File: config.mk
export PLATFORM = sky130hd
export DESIGN_NAME = mem_stage_lsu
export DESIGN_NICKNAME = d
export VERILOG_FILES = /design/src/rtl/mem_stage_lsu.sv
export SDC_FILE = /design/constraint.sdc
export NUM_CORES = 1
export LEC_CHECK = 0
export CAP_MARGIN = 20
export CORE_UTILIZATION = 40
export CTS_CLUSTER_SIZE = 20
export DETAILED_ROUTE_END_ITERATION = 6
export PLACE_DENSITY = 0.87
export SYNTH_ARGS = -nofsm -noshare
export SYNTH_HDL_FRONTEND = slang
export SYNTH_SLANG_ARGS = --single-unit
File: constraint.sdc
create_clock -name CLOCK -period 4.1 [get_ports CLOCK]
set_input_delay 0.41 -clock CLOCK [delete_from_list [all_inputs] [get_ports CLOCK]]
set_output_delay 0.41 -clock CLOCK [all_outputs]
set_load 0.01 [all_outputs]
File: src/rtl/mem_stage_lsu.sv
// rtl/mem_stage_lsu.sv - MEM-stage load/store unit: DMEM req/ack, lane steering, load extension, timeout.
// Optional MEM_STAGE_PERF_EN adds saturating load/store/stall-cycle counters.
module mem_stage_lsu #(
  parameter int TIMEOUT_CYCLES = 16
) (
  input  logic        CLOCK,
  input  logic        RESET,
  input  logic        FLUSH_IN,
  input  logic        Valid_IN,
  input  logic [31:0] ALUResult_IN,
  input  logic [31:0] StoreData_IN,
  input  logic [4:0]  WriteRegister_IN,
  input  logic        WriteEnable_IN,
  input  logic        MemRead_IN,
  input  logic        MemWrite_IN,
  input  logic [1:0]  MemSize_IN,
  input  logic        MemSigned_IN,
  output logic        DMEM_REQ,
  output logic        DMEM_WE,
  output logic [31:0] DMEM_ADDR,
  output logic [3:0]  DMEM_BE,
  output logic [31:0] DMEM_WDATA,
  input  logic [31:0] DMEM_RDATA,
  input  logic        DMEM_ACK,
  output logic [31:0] WriteData_OUT,
  output logic [4:0]  WriteRegister_OUT,
  output logic        WriteEnable_OUT,
  output logic        STALL_OUT,
  output logic        Misaligned_OUT,
  output logic        BusError_OUT
`ifdef MEM_STAGE_PERF_EN
  ,
  output logic [31:0] LoadCount_OUT,
  output logic [31:0] StoreCount_OUT,
  output logic [31:0] StallCycles_OUT
`endif
);

  typedef enum logic [1:0] {IDLE, BUSY, DONE} state_t;

  localparam int CW = (TIMEOUT_CYCLES > 1) ? $clog2(TIMEOUT_CYCLES) : 1;

  state_t        state, stateNext;
  logic [CW-1:0] timeoutCount;
  logic [31:0]   loadBuffer;
  logic          kill, killNext;
  logic          busErrorNext;
  logic          memOp, misaligned, startOp, timeoutHit;
  logic [1:0]    lane;
  logic [31:0]   laneWord, loadData;

  assign lane    = ALUResult_IN[1:0];
  assign memOp   = Valid_IN & (MemRead_IN | MemWrite_IN);
  assign startOp = memOp & ~misaligned & ~FLUSH_IN;

  always_comb begin
    case (MemSize_IN)
      2'b00:   misaligned = 1'b0;
      2'b01:   misaligned = lane[0];
      default: misaligned = |lane;
    endcase
  end

  assign Misaligned_OUT = memOp & misaligned;

  generate
    if (TIMEOUT_CYCLES > 0) begin : g_timeout
      assign timeoutHit = (timeoutCount == CW'(TIMEOUT_CYCLES - 1));
    end else begin : g_no_timeout
      assign timeoutHit = 1'b0;
    end
  endgenerate

  // Address, enables and data come straight from EXE/MEM, which the stall holds stable.
  assign DMEM_ADDR = {ALUResult_IN[31:2], 2'b00};
  assign DMEM_WE   = DMEM_REQ & MemWrite_IN;

  always_comb begin
    case (MemSize_IN)
      2'b00: begin
        DMEM_BE    = 4'b0001 << lane;
        DMEM_WDATA = {4{StoreData_IN[7:0]}};
      end
      2'b01: begin
        DMEM_BE    = lane[1] ? 4'b1100 : 4'b0011;
        DMEM_WDATA = {2{StoreData_IN[15:0]}};
      end
      default: begin
        DMEM_BE    = 4'b1111;
        DMEM_WDATA = StoreData_IN;
      end
    endcase
  end

  assign laneWord = loadBuffer >> {lane, 3'b000};

  always_comb begin
    case (MemSize_IN)
      2'b00:   loadData = {{24{MemSigned_IN & laneWord[7]}}, laneWord[7:0]};
      2'b01:   loadData = {{16{MemSigned_IN & laneWord[15]}}, laneWord[15:0]};
      default: loadData = loadBuffer;
    endcase
  end

  always_comb begin
    stateNext         = state;
    killNext          = kill;
    busErrorNext      = 1'b0;
    DMEM_REQ          = 1'b0;
    STALL_OUT         = 1'b0;
    WriteData_OUT     = Valid_IN ? ALUResult_IN : 32'd0;
    WriteRegister_OUT = Valid_IN ? WriteRegister_IN : 5'd0;
    WriteEnable_OUT   = 1'b0;
    case (state)
      IDLE: begin
        if (startOp) begin
          STALL_OUT = 1'b1;
          stateNext = BUSY;
        end else begin
          WriteEnable_OUT = Valid_IN & WriteEnable_IN & ~FLUSH_IN & ~Misaligned_OUT;
        end
      end
      BUSY: begin
        // A flush only poisons write-back; the bus transaction must still complete.
        DMEM_REQ  = 1'b1;
        STALL_OUT = 1'b1;
        if (FLUSH_IN) killNext = 1'b1;
        if (DMEM_ACK) begin
          stateNext = DONE;
        end else if (timeoutHit) begin
          stateNext    = DONE;
          killNext     = 1'b1;
          busErrorNext = 1'b1;
        end
      end
      DONE: begin
        if (MemRead_IN) WriteData_OUT = loadData;
        WriteEnable_OUT = WriteEnable_IN & ~kill & ~FLUSH_IN;
        stateNext       = IDLE;
        killNext        = 1'b0;
      end
      default: stateNext = IDLE;
    endcase
    if (RESET) begin
      DMEM_REQ  = 1'b0;
      STALL_OUT = 1'b0;
    end
  end

  always_ff @(posedge CLOCK or posedge RESET) begin
    if (RESET) begin
      state        <= IDLE;
      timeoutCount <= '0;
      loadBuffer   <= 32'd0;
      kill         <= 1'b0;
      BusError_OUT <= 1'b0;
    end else begin
      state        <= stateNext;
      kill         <= killNext;
      BusError_OUT <= busErrorNext;
      if (state == BUSY && DMEM_ACK) loadBuffer <= DMEM_RDATA;
      if (state == BUSY) timeoutCount <= timeoutCount + CW'(1);
      else               timeoutCount <= '0;
    end
  end

`ifdef MEM_STAGE_PERF_EN
  logic retire;
  assign retire = (state == DONE) & ~kill & ~FLUSH_IN;

  always_ff @(posedge CLOCK or posedge RESET) begin
    if (RESET) begin
      LoadCount_OUT   <= 32'd0;
      StoreCount_OUT  <= 32'd0;
      StallCycles_OUT <= 32'd0;
    end else begin
      if (retire && MemRead_IN && LoadCount_OUT != 32'hFFFF_FFFF)
        LoadCount_OUT <= LoadCount_OUT + 32'd1;
      if (retire && MemWrite_IN && StoreCount_OUT != 32'hFFFF_FFFF)
        StoreCount_OUT <= StoreCount_OUT + 32'd1;
      if (STALL_OUT && StallCycles_OUT != 32'hFFFF_FFFF)
        StallCycles_OUT <= StallCycles_OUT + 32'd1;
    end
  end
`endif

endmodule

==> results by group <==
Critical path
  • R2R Setup Slk: 1.97 ns
  • Critical path data required time: 3.69 ns
  • Worst-path cell chain: clkdlybuf4s50_1 -> buf_4 -> nor2b_1 -> a32oi_2 -> a2111oi_4 -> a311o_1 -> clkdlybuf4s50_1
  • Most common cell on crit path: clkdlybuf4s50_1
  • WS Path Type: input pin to output port
  • WP data arrival: 3.27 ns
  • Reg2reg start: state[1]
  • Cell family with most CP delay: buffers and inverters
  • Critical path peak fanout: 16
  • Setup crit start kind: input pin
  • Worst r2r path cells: 5
  • Critical path endpoint category: output port
  • Terminus of the critical flop-to-flop path: loadBuffer[11]
  • Critical Path Slowest Stage Cell: a2111oi_4
  • Crit path largest cell delay: 0.90 ns
  • CP bufs+invs: 3

Cells and area
  • Antenna diodes: 0
  • Layout cell share with drive strength beyond 1: 18.1%
  • Multi-input logic area: 2060 µm²
  • FF+latch area: 1000 µm²
  • Final net count: 657
  • Fill count: 663
  • Fin cells: 646
  • Syn-to-layout area delta: 59.2%

Hold path
  • Worst Hold Endpoint: timeoutCount[0]
  • Worst min path class: flop to flop
  • HP Start: timeoutCount[0]
  • WHS Path Cells: 1

Placement
  • GPL Wtd Cong: 0.865
  • DP HPWL: 9780 µm
  • Dpl cells: 638
  • Buffers added on ports: 220

Synth
  • Seq/Total Area, Yosys: 28.4%
  • Largest cells by area after synthesis: dfrtp_1 (28%), mux2_2 (20%), buf_4 (8.5%), a311o_2 (3.2%), nand3_1 (3.1%)
  • Yosys Warn Count: 0
  • Syn Area/Cell: 9.43 µm²
  • Mapped Area: 3530 µm²
  • Area leader, netlist: dfrtp_1
  • Yosys top cell area share: 28.4%
  • Synth unique cells: 45
  • Synth Register Bits: 40
  • Cells after Synth: 374

Global route
  • GRT Overall Usage: 26.2%
  • Initial antenna violation count: 0
  • Global-route wire length before repair: 18500 µm
  • Largest net degree at the start of global routing: 41
  • Vias in the first global route: 3648
  • Total grt overflow: 0

Route
  • Post-Route WL: 12400 µm
  • Drt first pass iters: 5
  • WL/cell: 19.2 µm
  • Initial DRC count: 176
  • ANT nets after route: 0
  • DRC: 0
  • DR vias/cell: 5.70
  • Vias: 3682

Run status
  • Status: finished clean

Clock network
  • CTS resizes: 0
  • Total CTS buffers: 5
  • CTS Hold Bufs: 0
  • Clock transition at path regs: 0.09 ns
  • Post-CTS setup buffers: 0
  • TritonCTS clock tree: done
  • Root buffer cell: clkbuf_8
  • Clock Latency Late Sink: 0.29 ns
  • Htree depth: 2
  • Clock Sinks: 40
  • Clock Path Buffers: 2

Floorplanning
  • Initial cell density of the core: 42.1%
  • CORE AREA: 8380 µm²
  • I/O Pins: 223
  • Std cell rows: 33
  • Die area: 9200 µm²
  • Die height: 95.9 µm
  • Die X: 95.9 µm

STA
  • Max Slew Vio Count: 0
  • RSZ-0062 raised after global routing: no
  • Setup violations, final: 0
  • Period utilisation layout: 89.8%
  • Min Tclk post-route: 3.68 ns
  • Worst-margin pin slew: 1.01 ns
  • Clk_skew: 0.00922 ns
  • Max frequency: 272 MHz
  • Setup TNS: 0 ns
  • Final Hold Vio Count: 0
  • Slew margin rel.: 32.8%

Power and ir drop
  • LEAKAGE: 2.28 nW
  • P per Cell Area: 395 nW/µm²
  • Max VDD drop: 312 µV

Flow run
  • MaxCap Viol Count: 0
-- cells by family (layout without fill, tap and decap cells) --
kind of cell	after synthesis	after routing	share of synthesized area (%)
and+or+nand+nor	89	89	13.1
AOI/OAI and AO/OA	84	84	19.5
buffers and inverters	80	246	13.3
muxes	73	73	23.3
DFF	40	40	28.4
adders and majority gates	5	5	1.77
xor gates and xnor gates	2	2	0.497
other	1	2	0.106
-- worst reg2reg max path, cell delays in order, from the launching register on --
cell and delay, ns:
dfrtp_1 0.38, inv_1 0.09, ha_1 0.31, nand2_1 0.44
buf_4 0.39, mux2_2 0.39
-- stage by stage --
stage	utilization (%)	hold WS, ns	power, W	area (µm²)	setup slack (ns)
floorplan	-	0.432	0.00139	3530	1.92
global placement	65.5	0.448	0.00183	5490	0.563
detailed placement	65.5	0.455	0.00187	5490	0.468
CTS	67.0	0.468	0.00222	5620	0.451
global route	67.0	0.495	0.00235	5620	0.252
finish	67.0	0.468	0.00222	5620	0.417
-- where the power goes --
group	switching, W	internal [W]	total [W]
clock	0.000142	0.000199	0.000341
combinational	0.000441	0.000645	0.00109
sequential	0.000215	0.000578	0.000793
total	0.000797	0.00142	0.00222
-- flip-flops by register name, summed over array words and instances, names as in the netlist --
register      count
timeoutCount      4
kill              1
state             2
BusError_OUT      1
loadBuffer       32
-- cell usage after synthesis (all sizes together) --
master	count
a2111oi	1
a21oi	6
a221o	2
a221oi	5
a22oi	8
a2bb2oi	7
a311o	17
a311oi	1
a31o	1
a31oi	1
a32oi	2
and2	12
and3	16
buf	52
clkbuf	20
clkinv	1
conb	1
dfrtp	40
ha	5
inv	7
mux2	63
mux2i	9
mux4	1
nand2	22
nand3	22
nand3b	1
nor2	8
nor2b	5
nor3b	2
nor4	1
o211ai	2
o21a	1
o21ai	19
o21bai	5
o221ai	5
o41ai	1
xnor2	1
xor2	1
-- per-layer routing --
layer / global-route usage, % / wire length [µm]
met3: 3.08 / 803
met2: 48.4 / 6570
met5: 0 / 0
met4: 12.1 / 410
met1: 30.1 / 4630
-- worst max path at each step --
stage / depth (start not counted) / to / from / slack (ns)
2_1_floorplan: 6 / WriteData_OUT[21] / ALUResult_IN[0] / 1.92
3_3_place_gp: 7 / WriteData_OUT[29] / ALUResult_IN[1] / 0.56
3_5_place_dp: 7 / WriteData_OUT[17] / ALUResult_IN[1] / 0.47
4_1_cts: 7 / WriteData_OUT[17] / ALUResult_IN[1] / 0.45
5_1_grt: 7 / WriteData_OUT[17] / ALUResult_IN[1] / 0.25
6_report: 7 / WriteData_OUT[17] / ALUResult_IN[1] / 0.42
-- layout make-up --
class / count / share of cell area (%)
Multi-Input combinational cell: 255 / 36.7
Inverter: 8 / 0.535
Tap cell: 105 / 2.34
Sequential cell: 40 / 17.8
Clock inverter: 2 / 0.691
Clock buffer: 6 / 1.47
Timing Repair Buffer: 230 / 40.5
-- cells in the final DEF, fill, tap and decap left out, types with 9 or more instances in the layout --
cell type / n
a311o_2: 10
and2_1: 12
and3_1: 16
buf_4: 10
clkdlybuf4s50_1: 219
dfrtp_1: 40
mux2_2: 63
mux2i_1: 9
nand2_1: 21
nand3_1: 22
o21ai_0: 19
Power figures use the tool's default switching activity.
